File: config.mk
export PLATFORM = sky130hd
export DESIGN_NAME = uart_fifo_apb
export DESIGN_NICKNAME = d
export VERILOG_FILES = /design/src/rtl/uart_fifo_apb.sv
export SDC_FILE = /design/constraint.sdc
export NUM_CORES = 1
export LEC_CHECK = 0
export CORE_UTILIZATION = 48
export CTS_CLUSTER_SIZE = 10
export DETAILED_ROUTE_END_ITERATION = 8
export HOLD_SLACK_MARGIN = 0.12
export PLACE_DENSITY_LB_ADDON = 0.2
export SYNTH_ARGS = -nofsm -noshare
export SYNTH_HDL_FRONTEND = slang
export SYNTH_SLANG_ARGS = --single-unit
File: constraint.sdc
create_clock -name clk -period 9.8 [get_ports clk]
set_input_delay 1.47 -clock clk [delete_from_list [all_inputs] [get_ports clk]]
set_output_delay 1.47 -clock clk [all_outputs]
set_load 0.005 [all_outputs]
File: src/rtl/uart_fifo_apb.sv
// uart_fifo_apb: APB-slave 8N1 UART with TX/RX FIFOs, runtime baud divisor,
// CTS/RTS flow control, status flags, level IRQ and DMA request.
module uart_fifo_apb #(
    parameter int TX_DEPTH  = 8,
    parameter int RX_DEPTH  = 8,
    parameter int DIV_W     = 16,
    parameter int DIV_RESET = 434
) (
    input  logic        clk,
    input  logic        rst_n,
    input  logic        apbs_psel,
    input  logic        apbs_penable,
    input  logic        apbs_pwrite,
    input  logic [15:0] apbs_paddr,
    input  logic [31:0] apbs_pwdata,
    output logic [31:0] apbs_prdata,
    output logic        apbs_pready,
    output logic        apbs_pslverr,
    input  logic        rx,
    output logic        tx,
    input  logic        cts,
    output logic        rts,
    output logic        irq,
    output logic        dreq
);
    localparam int TPW = $clog2(TX_DEPTH);
    localparam int RPW = $clog2(RX_DEPTH);
    localparam logic [TPW:0] TX_MAX = (TPW+1)'(TX_DEPTH);
    localparam logic [RPW:0] RX_MAX = (RPW+1)'(RX_DEPTH);
    localparam logic [DIV_W-1:0] ONE = DIV_W'(1);
    localparam logic [DIV_W-1:0] TWO = DIV_W'(2);

    typedef enum logic [1:0] {IDLE, START, DATA, STOP} state_t;

    logic [7:0]       tx_mem_q [TX_DEPTH];
    logic [7:0]       tx_mem_d [TX_DEPTH];
    logic [7:0]       rx_mem_q [RX_DEPTH];
    logic [7:0]       rx_mem_d [RX_DEPTH];
    logic [TPW-1:0]   tx_wp_q, tx_wp_d, tx_rp_q, tx_rp_d;
    logic [TPW:0]     tx_lvl_q, tx_lvl_d;
    logic [RPW-1:0]   rx_wp_q, rx_wp_d, rx_rp_q, rx_rp_d;
    logic [RPW:0]     rx_lvl_q, rx_lvl_d;
    logic [DIV_W-1:0] div_q, div_d;
    logic [4:0]       ctrl_q, ctrl_d;
    logic             ovr_q, ovr_d, ferr_q, ferr_d, rts_q, rts_d, tx_out_q, tx_out_d;
    logic [1:0]       cts_s_q, cts_s_d;
    logic [2:0]       rx_s_q, rx_s_d;
    state_t           tx_st_q, tx_st_d, rx_st_q, rx_st_d;
    logic [DIV_W-1:0] tx_cnt_q, tx_cnt_d, tx_div_q, tx_div_d;
    logic [DIV_W-1:0] rx_cnt_q, rx_cnt_d, rx_div_q, rx_div_d;
    logic [2:0]       tx_bit_q, tx_bit_d, rx_bit_q, rx_bit_d;
    logic [7:0]       tx_sh_q, tx_sh_d, rx_sh_q, rx_sh_d;

    logic        acc, wr, rd;
    logic [1:0]  a;
    logic        tx_full, tx_empty, rx_full, rx_empty;
    logic        tx_push, tx_pop, rx_push, rx_pop, rx_valid, ferr_set, ovr_set;
    logic        tx_end, rx_end, rx_mid, can_start, rx_in, rx_fall;
    logic [31:0] stat, rdata;
    logic        unused_bits;

    assign acc       = apbs_psel & apbs_penable;
    assign wr        = acc & apbs_pwrite;
    assign rd        = acc & ~apbs_pwrite;
    assign a         = apbs_paddr[3:2];
    assign tx_full   = tx_lvl_q == TX_MAX;
    assign tx_empty  = tx_lvl_q == '0;
    assign rx_full   = rx_lvl_q == RX_MAX;
    assign rx_empty  = rx_lvl_q == '0;
    assign tx_push   = wr & (a == 2'd0) & ~tx_full;
    assign rx_pop    = rd & (a == 2'd0) & ~rx_empty;
    assign rx_push   = rx_valid & (~rx_full | rx_pop);
    assign ovr_set   = rx_valid & rx_full & ~rx_pop;
    assign can_start = ctrl_q[0] & ~tx_empty & ~(ctrl_q[4] & cts_s_q[1]);
    assign tx_end    = tx_cnt_q == tx_div_q - ONE;
    assign rx_end    = rx_cnt_q == rx_div_q - ONE;
    assign rx_mid    = rx_cnt_q == (rx_div_q >> 1) - ONE;
    assign rx_in     = rx_s_q[1];
    assign rx_fall   = rx_s_q[2] & ~rx_s_q[1];
    assign cts_s_d   = {cts_s_q[0], cts};
    assign rx_s_d    = {rx_s_q[1:0], rx};
    assign unused_bits = ^{apbs_paddr[15:4], apbs_paddr[1:0], apbs_pwdata};

    assign apbs_pready  = 1'b1;
    assign apbs_pslverr = wr & (a == 2'd0) & tx_full;
    assign tx   = tx_out_q;
    assign rts  = rts_q;
    assign dreq = ~tx_full;
    assign irq  = (ctrl_q[2] & tx_empty) | (ctrl_q[3] & (~rx_empty | ovr_q | ferr_q));

    always_comb begin
        stat = {8'b0, 8'(rx_lvl_q), 8'(tx_lvl_q), 1'b0, tx_st_q != IDLE, ferr_q, ovr_q,
                rx_empty, rx_full, tx_empty, tx_full};
        rdata = a == 2'd0 ? {24'b0, rx_empty ? 8'h00 : rx_mem_q[rx_rp_q]} :
                a == 2'd1 ? stat : a == 2'd2 ? 32'(div_q) : {27'b0, ctrl_q};
        apbs_prdata = rd ? rdata : '0;
    end

    always_comb begin
        tx_mem_d = tx_mem_q;
        rx_mem_d = rx_mem_q;
        if (tx_push) tx_mem_d[tx_wp_q] = apbs_pwdata[7:0];
        if (rx_push) rx_mem_d[rx_wp_q] = rx_sh_q;
        tx_wp_d  = tx_wp_q + TPW'(tx_push);
        tx_rp_d  = tx_rp_q + TPW'(tx_pop);
        tx_lvl_d = tx_lvl_q + (TPW+1)'(tx_push) - (TPW+1)'(tx_pop);
        rx_wp_d  = rx_wp_q + RPW'(rx_push);
        rx_rp_d  = rx_rp_q + RPW'(rx_pop);
        rx_lvl_d = rx_lvl_q + (RPW+1)'(rx_push) - (RPW+1)'(rx_pop);
        div_d    = (wr && a == 2'd2) ? (apbs_pwdata[DIV_W-1:0] < TWO ? TWO : apbs_pwdata[DIV_W-1:0]) : div_q;
        ctrl_d   = (wr && a == 2'd3) ? apbs_pwdata[4:0] : ctrl_q;
        // a flag event in the same cycle as its clear wins
        ovr_d    = (ovr_q & ~(wr && a == 2'd1 && apbs_pwdata[4])) | ovr_set;
        ferr_d   = (ferr_q & ~(wr && a == 2'd1 && apbs_pwdata[5])) | ferr_set;
        rts_d    = rx_full | ~ctrl_q[1];
    end

    always_comb begin
        tx_st_d  = tx_st_q;
        tx_cnt_d = tx_end ? '0 : tx_cnt_q + ONE;
        tx_div_d = tx_div_q;
        tx_bit_d = tx_bit_q;
        tx_sh_d  = tx_sh_q;
        tx_pop   = 1'b0;
        case (tx_st_q)
            START: if (tx_end) tx_st_d = DATA;
            DATA: if (tx_end) begin
                tx_sh_d  = tx_sh_q >> 1;
                tx_bit_d = tx_bit_q + 3'd1;
                if (tx_bit_q == 3'd7) tx_st_d = STOP;
            end
            STOP: if (tx_end) tx_st_d = IDLE;
            default: ;
        endcase
        if (can_start && (tx_st_q == IDLE || (tx_st_q == STOP && tx_end))) begin
            tx_st_d  = START;
            tx_pop   = 1'b1;
            tx_sh_d  = tx_mem_q[tx_rp_q];
            tx_div_d = div_q;
            tx_cnt_d = '0;
            tx_bit_d = '0;
        end
        // line follows the registered state one cycle later
        tx_out_d = tx_st_q == START ? 1'b0 : tx_st_q == DATA ? tx_sh_q[0] : 1'b1;
    end

    always_comb begin
        rx_st_d  = rx_st_q;
        rx_cnt_d = rx_end ? '0 : rx_cnt_q + ONE;
        rx_div_d = rx_div_q;
        rx_bit_d = rx_bit_q;
        rx_sh_d  = rx_sh_q;
        rx_valid = 1'b0;
        ferr_set = 1'b0;
        case (rx_st_q)
            IDLE: if (ctrl_q[1] && rx_fall) begin
                rx_st_d  = START;
                rx_cnt_d = '0;
                rx_div_d = div_q;
            end
            START: if (rx_mid) begin
                rx_st_d  = rx_in ? IDLE : DATA;
                rx_cnt_d = '0;
                rx_bit_d = '0;
            end
            DATA: if (rx_end) begin
                rx_sh_d  = {rx_in, rx_sh_q[7:1]};
                rx_bit_d = rx_bit_q + 3'd1;
                if (rx_bit_q == 3'd7) rx_st_d = STOP;
            end
            default: if (rx_end) begin
                rx_st_d  = IDLE;
                rx_valid = rx_in;
                ferr_set = ~rx_in;
            end
        endcase
    end

    always_ff @(posedge clk or negedge rst_n) begin
        if (!rst_n) begin
            tx_mem_q <= '{default: '0};
            rx_mem_q <= '{default: '0};
            tx_wp_q  <= '0;
            tx_rp_q  <= '0;
            tx_lvl_q <= '0;
            rx_wp_q  <= '0;
            rx_rp_q  <= '0;
            rx_lvl_q <= '0;
            div_q    <= DIV_W'(DIV_RESET);
            ctrl_q   <= 5'b00011;
            ovr_q    <= 1'b0;
            ferr_q   <= 1'b0;
            rts_q    <= 1'b1;
            tx_out_q <= 1'b1;
            cts_s_q  <= 2'b11;
            rx_s_q   <= 3'b111;
            tx_st_q  <= IDLE;
            tx_cnt_q <= '0;
            tx_div_q <= TWO;
            tx_bit_q <= '0;
            tx_sh_q  <= '0;
            rx_st_q  <= IDLE;
            rx_cnt_q <= '0;
            rx_div_q <= TWO;
            rx_bit_q <= '0;
            rx_sh_q  <= '0;
        end else begin
            tx_mem_q <= tx_mem_d;
            rx_mem_q <= rx_mem_d;
            tx_wp_q  <= tx_wp_d;
            tx_rp_q  <= tx_rp_d;
            tx_lvl_q <= tx_lvl_d;
            rx_wp_q  <= rx_wp_d;
            rx_rp_q  <= rx_rp_d;
            rx_lvl_q <= rx_lvl_d;
            div_q    <= div_d;
            ctrl_q   <= ctrl_d;
            ovr_q    <= ovr_d;
            ferr_q   <= ferr_d;
            rts_q    <= rts_d;
            tx_out_q <= tx_out_d;
            cts_s_q  <= cts_s_d;
            rx_s_q   <= rx_s_d;
            tx_st_q  <= tx_st_d;
            tx_cnt_q <= tx_cnt_d;
            tx_div_q <= tx_div_d;
            tx_bit_q <= tx_bit_d;
            tx_sh_q  <= tx_sh_d;
            rx_st_q  <= rx_st_d;
            rx_cnt_q <= rx_cnt_d;
            rx_div_q <= rx_div_d;
            rx_bit_q <= rx_bit_d;
            rx_sh_q  <= rx_sh_d;
        end
    end
endmodule
### After elaboration in Yosys (flattened, before gate mapping)

Cells that the tools add are included.

* register bits after elaboration: 268

* add/subtract/negate cells: 15
* order comparisons: 7
* eq/ne operators: 23
* multiplexer cells: 53
* bitwise gates (word level): 41
* reductions and logical operators: 29

Operator list (count)
* $bwmux W64: 2
* $mux W16: 7
* $mux W8: 10
* $mux W20: 3
* $bmux W8 S3: 2
* $demux W8 S3: 2
* $eq A16 B16 Y1: 3
* $add A16 B1 Y16 const B: 2
* $pmux W16 S2: 1
* $sub A16 B1 Y16 const B: 2
* $mux W2: 11
* $and A1 B1 Y1: 19
* $ge A4 B4 Y1 const B: 4
* $lt A16 B2 Y1 const B: 1
* $not A3 Y4: 4
* $sub A15 B1 Y16 const B: 1
* $mux W3: 5
* $add A3 B1 Y3: 4
* $pmux W2 S3: 2
* $not A1 Y1: 11
* $eq A2 B2 Y1 const B: 5
* $logic_and A1 B1 Y1: 10
* $reduce_and A5 Y1: 2
* $ne A3 B3 Y1 const B: 3
* 21 further kinds: 52

### Depth between registers and ports, before layout

Gate-level depths: netlist (run 1).

* word-level depth: 8
* gate-level depth with buffers: 17
* mapped depth without buffers: 15

### Worst setup path before layout (run 1)

No wires, ideal clock.

* path type: input to output
* start point: in apbs_paddr[3]
* end point: out apbs_prdata[2]
* data arrival time: 2.405 ns
* required time: 8.330 ns
* slack: 5.925 ns
* cell stages on the path: 4
* path buffers: 2
* path through: clkbuf_1 > clkbuf_1 > a221oi_1 > a211oi_1

* word-level cells in the longest chain between the ends: 5
* elaborated cells on any way between the ends: 7
* those cells by class: 2 x eq/ne; 4 x mux; 1 x reduce/logical

RTL lines
* start: declaration: line 14 `input logic [15:0] apbs_paddr,`
* $eq A2 B2 Y1: line 95 `a == 2'd1 ? stat : a == 2'd2 ? 32'(div_q) : {27'b0, ctrl_q};`
* $mux W16: line 95
* $mux W20: line 95
* $mux W20 *: line 94 `rdata = a == 2'd0 ? {24'b0, rx_empty ? 8'h00 : rx_mem_q[rx_rp_q]} :`
* $mux W20 *: line 96 `apbs_prdata = rd ? rdata : '0;`
* end: declaration: line 16 `output logic [31:0] apbs_prdata,`

Mark *: on every way between the ends. The rest lies on a longest branch, timed or not.

### Worst setup path after layout (run 1)

* start point: in apbs_paddr[3]
* end point: out apbs_prdata[10]

The elaborated chain is that of the path after synthesis.

==> results of run 1 <==
[cells in the final DEF, fill, tap and decap left out, drive strengths merged, types with 4 or more instances in the layout]
cell type      instances
dfstp                 16
conb                  13
nand3                 34
buf                    8
clkdlybuf4s50         48
nand2                 99
nor2                  88
nand4                 11
and2                   6
nand2b                 9
clkbuf                57
or3                    5
a22oi                  9
a211oi                 4
a221o                  6
nor4                  24
a31oi                  6
dfrtp                252
nor3b                  4
ha                    33
xnor2                 50
inv                   32
nor2b                 10
mux2                 177
o21ai                 24
nor3                  22
mux2i                 14
a21oi                 14
and3                  22
nand3b                 5
nor4b                  4
mux4                  32
o211ai                 4
o221a                  7
xor2                  52
[power breakdown]
part | total, mW | internal (mW) | switching (mW)
Clock | 1.06 | 0.622 | 0.441
Combinational | 1.31 | 0.649 | 0.656
Sequential | 1.62 | 1.31 | 0.306
[final cells by class]
class	count	area share
multi-input cells	827	0.439
flip-flops and latches	268	0.428
clock buffers	57	0.0581
repair buffers	56	0.0356
well taps	384	0.0306
inverters	31	0.00740
clock inverters	1	0.00127
[kinds of logic (layout without fill, tap and decap cells)]
kind of cell,count (synthesis),count (layout)
compound gates,99,99
mux,223,223
buf+inv,109,145
xor+xnor,102,102
flops,268,268
fa+ha+maj,35,35
simple gates,355,355
other cells,2,13
[worst max path at each step]
stage                        startpoint  slack (ns)              end  cells after the start
after global routing      apbs_paddr[3]        4.31  apbs_prdata[10]                      5
final                     apbs_paddr[3]        4.48  apbs_prdata[10]                      5
after CTS                 apbs_paddr[3]        4.51  apbs_prdata[10]                      5
after detailed placement  apbs_paddr[3]        4.51  apbs_prdata[10]                      5
after floorplan           apbs_paddr[3]        5.92   apbs_prdata[2]                      4
after global placement    apbs_paddr[2]        4.52   apbs_prdata[5]                      5
[state kept, by name, summed over array words and instances, names as in the netlist, 4 cells and up]
name	count
rx_mem_q	64
tx_mem_q	64
div_q	16
rx_cnt_q	16
rx_div_q	16
tx_cnt_q	16
tx_div_q	16
rx_sh_q	8
tx_sh_q	8
ctrl_q	5
rx_lvl_q	4
tx_lvl_q	4
[per-layer routing]
metal / vias up / track usage
met5: - / 0
met4: 0 / 0.0461
met3: 33 / 0.0327
met2: 142 / 0.345
met1: 4570 / 0.289
li1: 4263 / -
[synth_stat cells (6+ instances only)]
cell      number  share of area
mux2_2       173           0.14
xor2_1        52          0.032
o21ai_0       24         0.0085
nand2b_1       9         0.0040
a31oi_1        6         0.0027
inv_1         30         0.0080
and2_1         6         0.0027
dfstp_2       16          0.030
and3_1        22         0.0098
a22oi_1        9         0.0048
buf_4         15         0.0080
mux2i_1       14         0.0099
ha_1          33          0.029
buf_2         11         0.0039
nand2_1       99          0.026
nor2b_1       10         0.0044
nor4_4         9          0.014
nor4_1        12         0.0053
nand4_1       11         0.0049
clkbuf_1      39          0.010
nand3_1       33          0.012
dfrtp_1      252           0.45
nor3_1        22         0.0078
nor2_1        88          0.023
xnor2_1       50          0.031
buf_1          9         0.0024
a221o_1        6         0.0043
a21oi_1       13         0.0046
o221a_2        7         0.0056
mux4_2        32          0.051
[worst max-delay path: cells and delay by family]
kind / cells / cell delay [ns]
buf+inv: 2 / 1.44
simple gates: 2 / 0.78
compound gates: 1 / 0.15
==> summary.txt, run 1 <==
Worst setup path
  • Worst reg-to-reg setup slack: 5.24 ns
  • Max incr delay on CP: 0.92 ns
  • Worst r2r path cells: 15
  • Worst r2r dst: rx_lvl_q[1]
  • Most common cell on crit path: clkdlybuf4s50_1
  • Crit path DAT: 3.85 ns
  • CP startpoint kind: input port
  • Crit Path Class: in -> out
  • Worst path required time: 8.33 ns
  • Crit end category: output pin
  • Crit Path Max Fanout: 20
  • Critical-path cell list: clkdlybuf4s50_1 -> nor2b_1 -> a22oi_1 -> nor2_1 -> clkdlybuf4s50_1
  • Slowest CP cell: clkdlybuf4s50_1
  • Critical R2R Launch: rx_div_q[0]

Synth
  • Post-Synthesis Cells: 1193
  • Combinational family with the most area after synthesis: multiplexers
  • Mapped Avg Cell Area: 11.8 sq um
  • Synthesized flop and latch total: 268
  • FFs w/ async S/R, synth: 1.00
  • Post-synth EDFFs: 0
  • Mux cell area share after synthesis: 0.204
  • Post-Synth XOR/XNOR Area: 0.0634
  • Synth Flop Type: dfrtp_1
  • Post-synthesis adder-cell area fraction: 0.0322
  • Yosys warns: 0
  • Simple-gate portion of the synthesized area: 0.136
  • Distinct cells, synth: 69
  • Netlist Area Pre-Place: 14100 sq um
  • Sequential fraction of the synthesis area: 0.478
  • Complex-gate fraction of the synthesized area: 0.0505

Drt
  • Metal2 WL: 14600 microns
  • Met1 wire length: 13900 microns
  • Total wire length: 30200 microns
  • Wire per inst: 18.6 microns
  • Highest routed layer: met4
  • Vias: 9008
  • DR vias/cell: 5.55
  • Router iterations before antenna repair: 4
  • Iteration-0 DRC Markers: 654
  • Detail Route met3 WL: 1160 microns
  • Final ANT Viol Nets: 0
  • DR DRC count: 0

Timing
  • Slew at the pin with the worst max-slew slack: 1.07 ns
  • Final Slew Violations: 0
  • RSZ-0062 raised after global routing: false
  • Rel. slew slack: 0.286
  • Final worst slack: 4.48 ns
  • Fin crit share: 0.543
  • Setup_tns: 0 ns
  • Final Hold Slack: 0.357 ns
  • Final hold violation count: 0
  • Tmin final: 5.32 ns
  • Clk_skew: 0.0101 ns
  • Final setup viols: 0
  • Highest Clock Rate: 0.188 GHz

Clock network
  • Postcts setup bufs: 0
  • Clock latency on the worst-skew pair: 0.56 ns
  • Worst-path clk slew: 0.06 ns
  • Hold buffers post-CTS: 0
  • Root buf cell: clkbuf_16
  • Num CTS Buffers: 31
  • Resized cells post-CTS: 0
  • CTS Sinks: 268
  • CTS Buffer Depth: 3
  • H-tree depth: 1
  • CTS tree: yes

Layout
  • Post-route cell area: 15700 sq um
  • Util after Layout: 0.546
  • Final-stage net count: 1305
  • Non-filler instance count after layout: 1624
  • Area of the multi-input gates: 6910 sq um
  • ANT cells: 0
  • Sequential cell area: 6730 sq um
  • Layout cells sized above 1: 0.244
  • Synth-to-Final Area Change: 11.6%
  • # fillers: 2518

GRT
  • Initial antenna violation count: 0
  • Largest net degree at the start of global routing: 160
  • Vias in the first global route: 9317
  • Grt ovf: 0
  • Gr usage total: 0.208
  • First-pass GRT wire length: 50500 microns

Worst hold path
  • Hold Path End: cts_s_q[1]
  • Hold Path Depth: 0
  • Worst Hold Launch: cts_s_q[0]
  • HP Class: reg -> reg

Place
  • Dpl hpwl: 20500 microns
  • Area after DPL: 14800 sq um
  • RD Place Congestion: 0.877
  • Placed cells: 1566
  • Port-buffer cells: 49
  • Post-Place Worst Slack: 4.51 ns

Pwr
  • VDD IR-drop max: 138 uV
  • P per Cell Area: 254 nW/um^2
  • Overall power: 3.99 mW
  • Pleak: 7.23 nW

Floorplan
  • Core footprint: 28800 sq um
  • Die ar.: 30000 sq um
  • Die span in y: 173 microns
  • IO Pins: 93
  • Initial Util: 0.489
  • Rows: 62
  • Die width: 173 microns

Job
  • Max Cap Viol: 0

Outcome
  • Status: complete, no violations
Note: power is estimated with default switching activity, not from simulation.
==> inputs of run 2 (changes only) <==
Clock period 9.8 ns to 4.8 ns, I/O delays scaled along.
==> run 2 against run 1 <==
Against the previous run: flip-flop and latch count is the same; final cell count rose by 0.31%; combinational power increased by 100%; critical path type is now reg -> out; critical endpoint is now apbs_prdata[3].
==> summary.txt, run 2 (synthesis results as in run 1) <==
Timing
  • Clk_skew: 0.0145 ns (was 0.0101 ns)
  • RSZ-0062 raised after global routing: false (unchanged)
  • Rel. slew slack: 0.296 (was 0.286)
  • Fin crit share: 0.859
  • Highest Clock Rate: 0.243 GHz
  • Slew at the pin with the worst max-slew slack: 1.06 ns (was 1.07 ns)
  • Tmin final: 4.12 ns
  • Final hold violation count: 0 (unchanged)
  • Final Slew Violations: 0 (unchanged)
  • Final setup viols: 0 (unchanged)
  • Final worst slack: 0.678 ns (was 4.48 ns)
  • Setup_tns: 0 ns (unchanged)
  • Final Hold Slack: 0.246 ns (was 0.357 ns)

Clock network
  • Clock latency on the worst-skew pair: 0.57 ns (was 0.56 ns)
  • Postcts setup bufs: 0 (unchanged)
  • CTS tree: yes (unchanged)
  • Hold buffers post-CTS: 0 (unchanged)
  • CTS Buffer Depth: 3 (unchanged)
  • CTS Sinks: 268 (unchanged)
  • Num CTS Buffers: 31 (unchanged)
  • Root buf cell: clkbuf_16 (unchanged)
  • H-tree depth: 1 (unchanged)
  • Resized cells post-CTS: 0 (unchanged)
  • Worst-path clk slew: 0.06 ns (about the same)

GRT
  • Largest net degree at the start of global routing: 124 (was 160)
  • Initial antenna violation count: 1 (was 0)
  • First-pass GRT wire length: 50500 microns (unchanged)
  • Gr usage total: 0.209 (was 0.208)
  • Vias in the first global route: 9281 (was 9317)
  • Grt ovf: 0 (unchanged)

Floorplan
  • IO Pins: 93 (unchanged)
  • Core footprint: 28800 sq um (unchanged)
  • Initial Util: 0.489 (unchanged)
  • Die ar.: 30000 sq um (unchanged)
  • Rows: 62 (unchanged)
  • Die span in y: 173 microns (unchanged)
  • Die width: 173 microns (unchanged)

Pwr
  • Pleak: 7.26 nW (was 7.23 nW)
  • VDD IR-drop max: 296 uV (was 138 uV)
  • P per Cell Area: 515 nW/um^2 (was 254 nW/um^2)

Worst setup path
  • Crit path DAT: 3.40 ns (was 3.85 ns)
  • Crit end category: output pin (unchanged)
  • Slowest CP cell: dfrtp_1 (was clkdlybuf4s50_1)
  • Most common cell on crit path: a211oi_1 (was clkdlybuf4s50_1)
  • Critical-path cell list: buf_4 -> mux4_2 -> mux2i_1 -> nor3_1 -> a211oi_1 -> a211oi_1 -> clkdlybuf4s50_1 (was clkdlybuf4s50_1 -> nor2b_1 -> a22oi_1 -> nor2_1 -> clkdlybuf4s50_1)
  • Worst path required time: 4.08 ns (was 8.33 ns)
  • Crit Path Class: reg -> out (was in -> out)
  • Crit Path Max Fanout: 13 (was 20)
  • Worst r2r path cells: 12 (was 15)
  • Max incr delay on CP: 0.89 ns (was 0.92 ns)
  • CP startpoint kind: flip-flop (was input port)

Drt
  • Detail Route met3 WL: 1070 microns (was 1160 microns)
  • Metal2 WL: 14300 microns (was 14600 microns)
  • Wire per inst: 18.6 microns (about the same)
  • Met1 wire length: 14300 microns (was 13900 microns)
  • Router iterations before antenna repair: 5 (was 4)
  • Final ANT Viol Nets: 0 (unchanged)
  • DR vias/cell: 5.59 (was 5.55)
  • Total wire length: 30400 microns (was 30200 microns)
  • DR DRC count: 0 (unchanged)
  • Vias: 9098 (was 9008)
  • Iteration-0 DRC Markers: 702 (was 654)
  • Highest routed layer: met4 (unchanged)

Outcome
  • Status: complete, no violations (unchanged)

Layout
  • Layout cells sized above 1: 0.247 (was 0.244)
  • Most common cell after layout, fill and taps aside: dfrtp_1 (unchanged)
  • Synth-to-Final Area Change: 11.9% (was 11.6%)
  • Regs by FF count: rx_mem_q: 64 flops, tx_mem_q: 64 flops (unchanged)
  • ANT cells: 0 (unchanged)
  • Util after Layout: 0.547 (was 0.546)
  • Most frequent cells in the layout: dfrtp_1, mux2_2, nand2_1, nor2_1, xor2_1 (unchanged)
  • Non-filler instance count after layout: 1629 (was 1624)
  • Final-stage net count: 1314 (was 1305)

Place
  • Port-buffer cells: 49 (unchanged)
  • Dpl hpwl: 20900 microns (was 20500 microns)
  • RD Place Congestion: 0.887 (was 0.877)
  • Post-Place Worst Slack: 0.856 ns (was 4.51 ns)
  • Placed cells: 1575 (was 1566)

Job
  • Max Cap Viol: 0 (unchanged)

Worst hold path
  • HP Class: in -> async (was reg -> reg)
## run 2: cell count changes in the layout (fill, tap and decap cells not counted)
| cell | change |
|---|---|
| clkbuf_1 | -2 |
| nor3b_1 | +1 |
| buf_4 | +8 |
| nor3b_2 | -1 |
| clkbuf_8 | -3 |
| clkinv_2 | +1 |
| buf_12 | +1 |
## run 2: final cells by class
type / instances / area (sq um)
Tap cell: 384 / 480
Sequential cell: 268 / 6730
Multi-Input combinational cell: 827 / 6900
Inverter: 31 / 116
Clock buffer: 52 / 865
Clock inverter: 2 / 25.0
Fill cell: 2483 / 13000
Timing Repair Buffer: 65 / 641
## run 2: path summary, 6_finish.rpt
path	slack (ns)	to	startpoint
worst max register to register	0.80	rx_mem_q[63]	rx_div_q[0]
max in group asynchronous	3.54	ctrl_q[1]	rst_n
worst min-delay path	0.25	tx_cnt_q[12]	rst_n
min in group clk	0.35	cts_s_q[1]	cts_s_q[0]
worst max-delay path	0.68	apbs_prdata[3]	rx_rp_q[0]
worst min register to register	0.35	cts_s_q[1]	cts_s_q[0]
## run 2: critical path, delay by kind of cell (launching register included)
| kind | cells | cell delay, ns |
|---|---|---|
| flip-flops | 1 | 0.89 |
| multiplexers | 2 | 0.79 |
| buffers and inverters | 2 | 0.76 |
| AO/OA/AOI/OAI | 2 | 0.32 |
| AND/OR/NAND/NOR | 1 | 0.08 |
## run 2: metal layers
metal,vias to the layer above,GRT usage
li1,4283,-
met1,4584,0.297
met2,176,0.340
met3,55,0.0276
met4,0,0.0527
met5,-,0
## run 2: per-stage QoR
step | area, sq um | power, mW
after floorplan | 14100 | 5.37
after global placement | 14900 | 5.96
after detailed placement | 14900 | 6.03
after CTS | 15800 | 8.18
after global routing | 15800 | 8.64
final | 15800 | 8.11
## run 2: where the power goes
| part | internal (mW) | leakage, nW | switching (mW) | total (mW) |
|---|---|---|---|---|
| registers | 2.68 | 3.56 | 0.656 | 3.34 |
| clock network | 1.21 | 0.427 | 0.896 | 2.11 |
| logic | 1.34 | 3.28 | 1.33 | 2.66 |
| total | 5.23 | 7.26 | 2.88 | 8.11 |
==> inputs of run 3 (changes only) <==
Settings changed: CORE_ASPECT_RATIO set to 1.5, CORE_UTILIZATION 48 to 30.
==> run 3 against run 2 <==
Against the previous run: sequential power down 1%; die area grew 59%; clock-buffer cell count rose by 4; worst hold slack lost 0.073 ns; routed wire length grew 11%; clock power barely moved; combinational power increased by 3%; first-iteration DRC count fell by 41%; power increased by 0.44%; clock skew decreased by 0.0036 ns; utilization down 20 points; global-route usage decreased by 6.3 points; largest cell class unchanged.
==> summary.txt, run 3 (synthesis results as in run 1) <==
Outcome
  • Status: complete, no violations (unchanged)

Clock network
  • H-tree depth: 1 (unchanged)
  • Resized cells post-CTS: 0 (unchanged)
  • CTS Buffer Depth: 3 (unchanged)
  • CTS Sinks: 268 (unchanged)
  • Root buf cell: clkbuf_16 (unchanged)
  • Hold buffers post-CTS: 0 (unchanged)
  • Clock latency on the worst-skew pair: 0.56 ns (was 0.57 ns)
  • Worst-path clk slew: 0.06 ns (about the same)
  • Num CTS Buffers: 31 (unchanged)
  • Postcts setup bufs: 0 (unchanged)
  • CTS tree: yes (unchanged)

Layout
  • Sequential cell area: 6730 sq um (unchanged)
  • Layout cells sized above 1: 0.246 (was 0.247)
  • Area of the multi-input gates: 6900 sq um (unchanged)
  • # fillers: 4601 (was 2483)
  • Non-filler instance count after layout: 1838 (was 1629)
  • Most common cell after layout, fill and taps aside: dfrtp_1 (unchanged)
  • Regs by FF count: rx_mem_q: 64 flops, tx_mem_q: 64 flops (unchanged)
  • ANT cells: 0 (unchanged)
  • Synth-to-Final Area Change: 13.6% (was 11.9%)
  • Most frequent cells in the layout: dfrtp_1, mux2_2, nand2_1, nor2_1, xor2_1 (unchanged)
  • Final-stage net count: 1316 (was 1314)

GRT
  • Gr usage total: 0.147 (was 0.209)
  • Grt ovf: 0 (unchanged)
  • Vias in the first global route: 9494 (was 9281)
  • Initial antenna violation count: 0 (was 1)
  • Largest net degree at the start of global routing: 102 (was 124)
  • First-pass GRT wire length: 54100 microns (was 50500 microns)

Floorplan
  • Die span in y: 267 microns (was 173 microns)
  • Die ar.: 47800 sq um (was 30000 sq um)
  • Initial Util: 0.306 (was 0.489)
  • Core footprint: 46000 sq um (was 28800 sq um)
  • Die width: 179 microns (was 173 microns)
  • IO Pins: 93 (unchanged)
  • Rows: 96 (was 62)

Pwr
  • VDD IR-drop max: 244 uV (was 296 uV)
  • Pleak: 7.26 nW (about the same)
  • P per Cell Area: 509 nW/um^2 (was 515 nW/um^2)

Job
  • Max Cap Viol: 0 (unchanged)

Timing
  • Final hold violation count: 0 (unchanged)
  • Fin crit share: 0.826 (was 0.859)
  • Rel. slew slack: 0.400 (was 0.296)
  • Tmin final: 3.97 ns (was 4.12 ns)
  • Highest Clock Rate: 0.252 GHz (was 0.243 GHz)
  • Slew at the pin with the worst max-slew slack: 0.901 ns (was 1.06 ns)
  • Clk_skew: 0.0109 ns (was 0.0145 ns)
  • Final Slew Violations: 0 (unchanged)
  • Final setup viols: 0 (unchanged)
  • RSZ-0062 raised after global routing: false (unchanged)
  • Setup_tns: 0 ns (unchanged)

Worst setup path
  • Worst reg-to-reg setup slack: 0.83 ns (was 0.80 ns)
  • CP startpoint kind: flip-flop (unchanged)
  • Worst path required time: 5.26 ns (was 4.08 ns)
  • Crit Path Max Fanout: 11 (was 13)
  • Crit path DAT: 4.43 ns (was 3.40 ns)
  • Crit end category: flip-flop (was output pin)
  • Crit Path Class: reg -> reg (was reg -> out)

Worst hold path
  • HP Class: in -> async (unchanged)

Drt
  • DR DRC count: 0 (unchanged)
  • DR vias/cell: 4.94 (was 5.59)
  • Router iterations before antenna repair: 4 (was 5)
  • Vias: 9088 (was 9098)
  • Wire per inst: 18.4 microns (was 18.6 microns)
  • Final ANT Viol Nets: 0 (unchanged)
  • Iteration-0 DRC Markers: 411 (was 702)
  • Total wire length: 33800 microns (was 30400 microns)

Place
  • Dpl hpwl: 23700 microns (was 20900 microns)
  • Port-buffer cells: 49 (unchanged)
  • RD Place Congestion: 0.836 (was 0.887)
  • Placed cells: 1781 (was 1575)
-- run 3: through the flow --
stage	setup slack [ns]	hold slack (ns)	utilization	area [sq um]	total power [mW]
floorplan	1.08	0.345	-	14100	5.37
global placement	0.834	0.349	0.329	15100	6.06
detailed placement	0.839	0.351	0.329	15100	6.09
CTS	0.794	0.217	0.348	16000	8.27
global route	0.533	0.230	0.348	16000	8.71
finish	0.834	0.173	0.348	16000	8.14
-- run 3: worst paths after layout --
check                                 start           end  cells past startpoint
worst max register to register  rx_div_q[0]   rx_lvl_q[1]                     16
min in group clk                  rx_s_q[0]     rx_s_q[1]                      0
worst max-delay path            rx_div_q[0]   rx_lvl_q[1]                     16
max in group asynchronous             rst_n     rx_s_q[0]                      2
worst min-delay path                  rst_n  rx_mem_q[20]                      1
worst min register to register    rx_s_q[0]     rx_s_q[1]                      0
-- run 3: area by class of cell --
class                           count  share of cell area
Multi-Input combinational cell    827               0.431
Sequential cell                   268               0.420
Timing Repair Buffer               67              0.0402
Tap cell                          588              0.0460
Clock inverter                      1            0.000547
Clock buffer                       56              0.0543
Inverter                           31             0.00727
-- run 3: worst max-delay path, cell delays in order, from the launching register on --
cell      delay, ns
dfrtp_1        0.47
inv_1          0.12
ha_1           0.19
nor3b_1        0.42
nand4_1        0.17
xnor2_1        0.19
o311ai_1       0.14
nor4_2         0.47
nand2_1        0.10
buf_4          0.22
or2_2          0.33
ha_1           0.27
inv_1          0.06
ha_1           0.15
inv_1          0.06
fa_1           0.47
inv_1          0.04
-- run 3: per-layer routing --
layer	track usage	routed length, microns	vias to the layer above
li1	-	-	4273
met1	0.190	14900	4621
met2	0.252	16800	142
met3	0.0176	1190	52
met4	0.0458	905	0
met5	0	0	-
-- run 3: where the power goes --
group          switching, mW  internal (mW)
Clock                  0.910           1.20
Sequential             0.618           2.68
Combinational           1.39           1.34
Total                   2.92           5.22
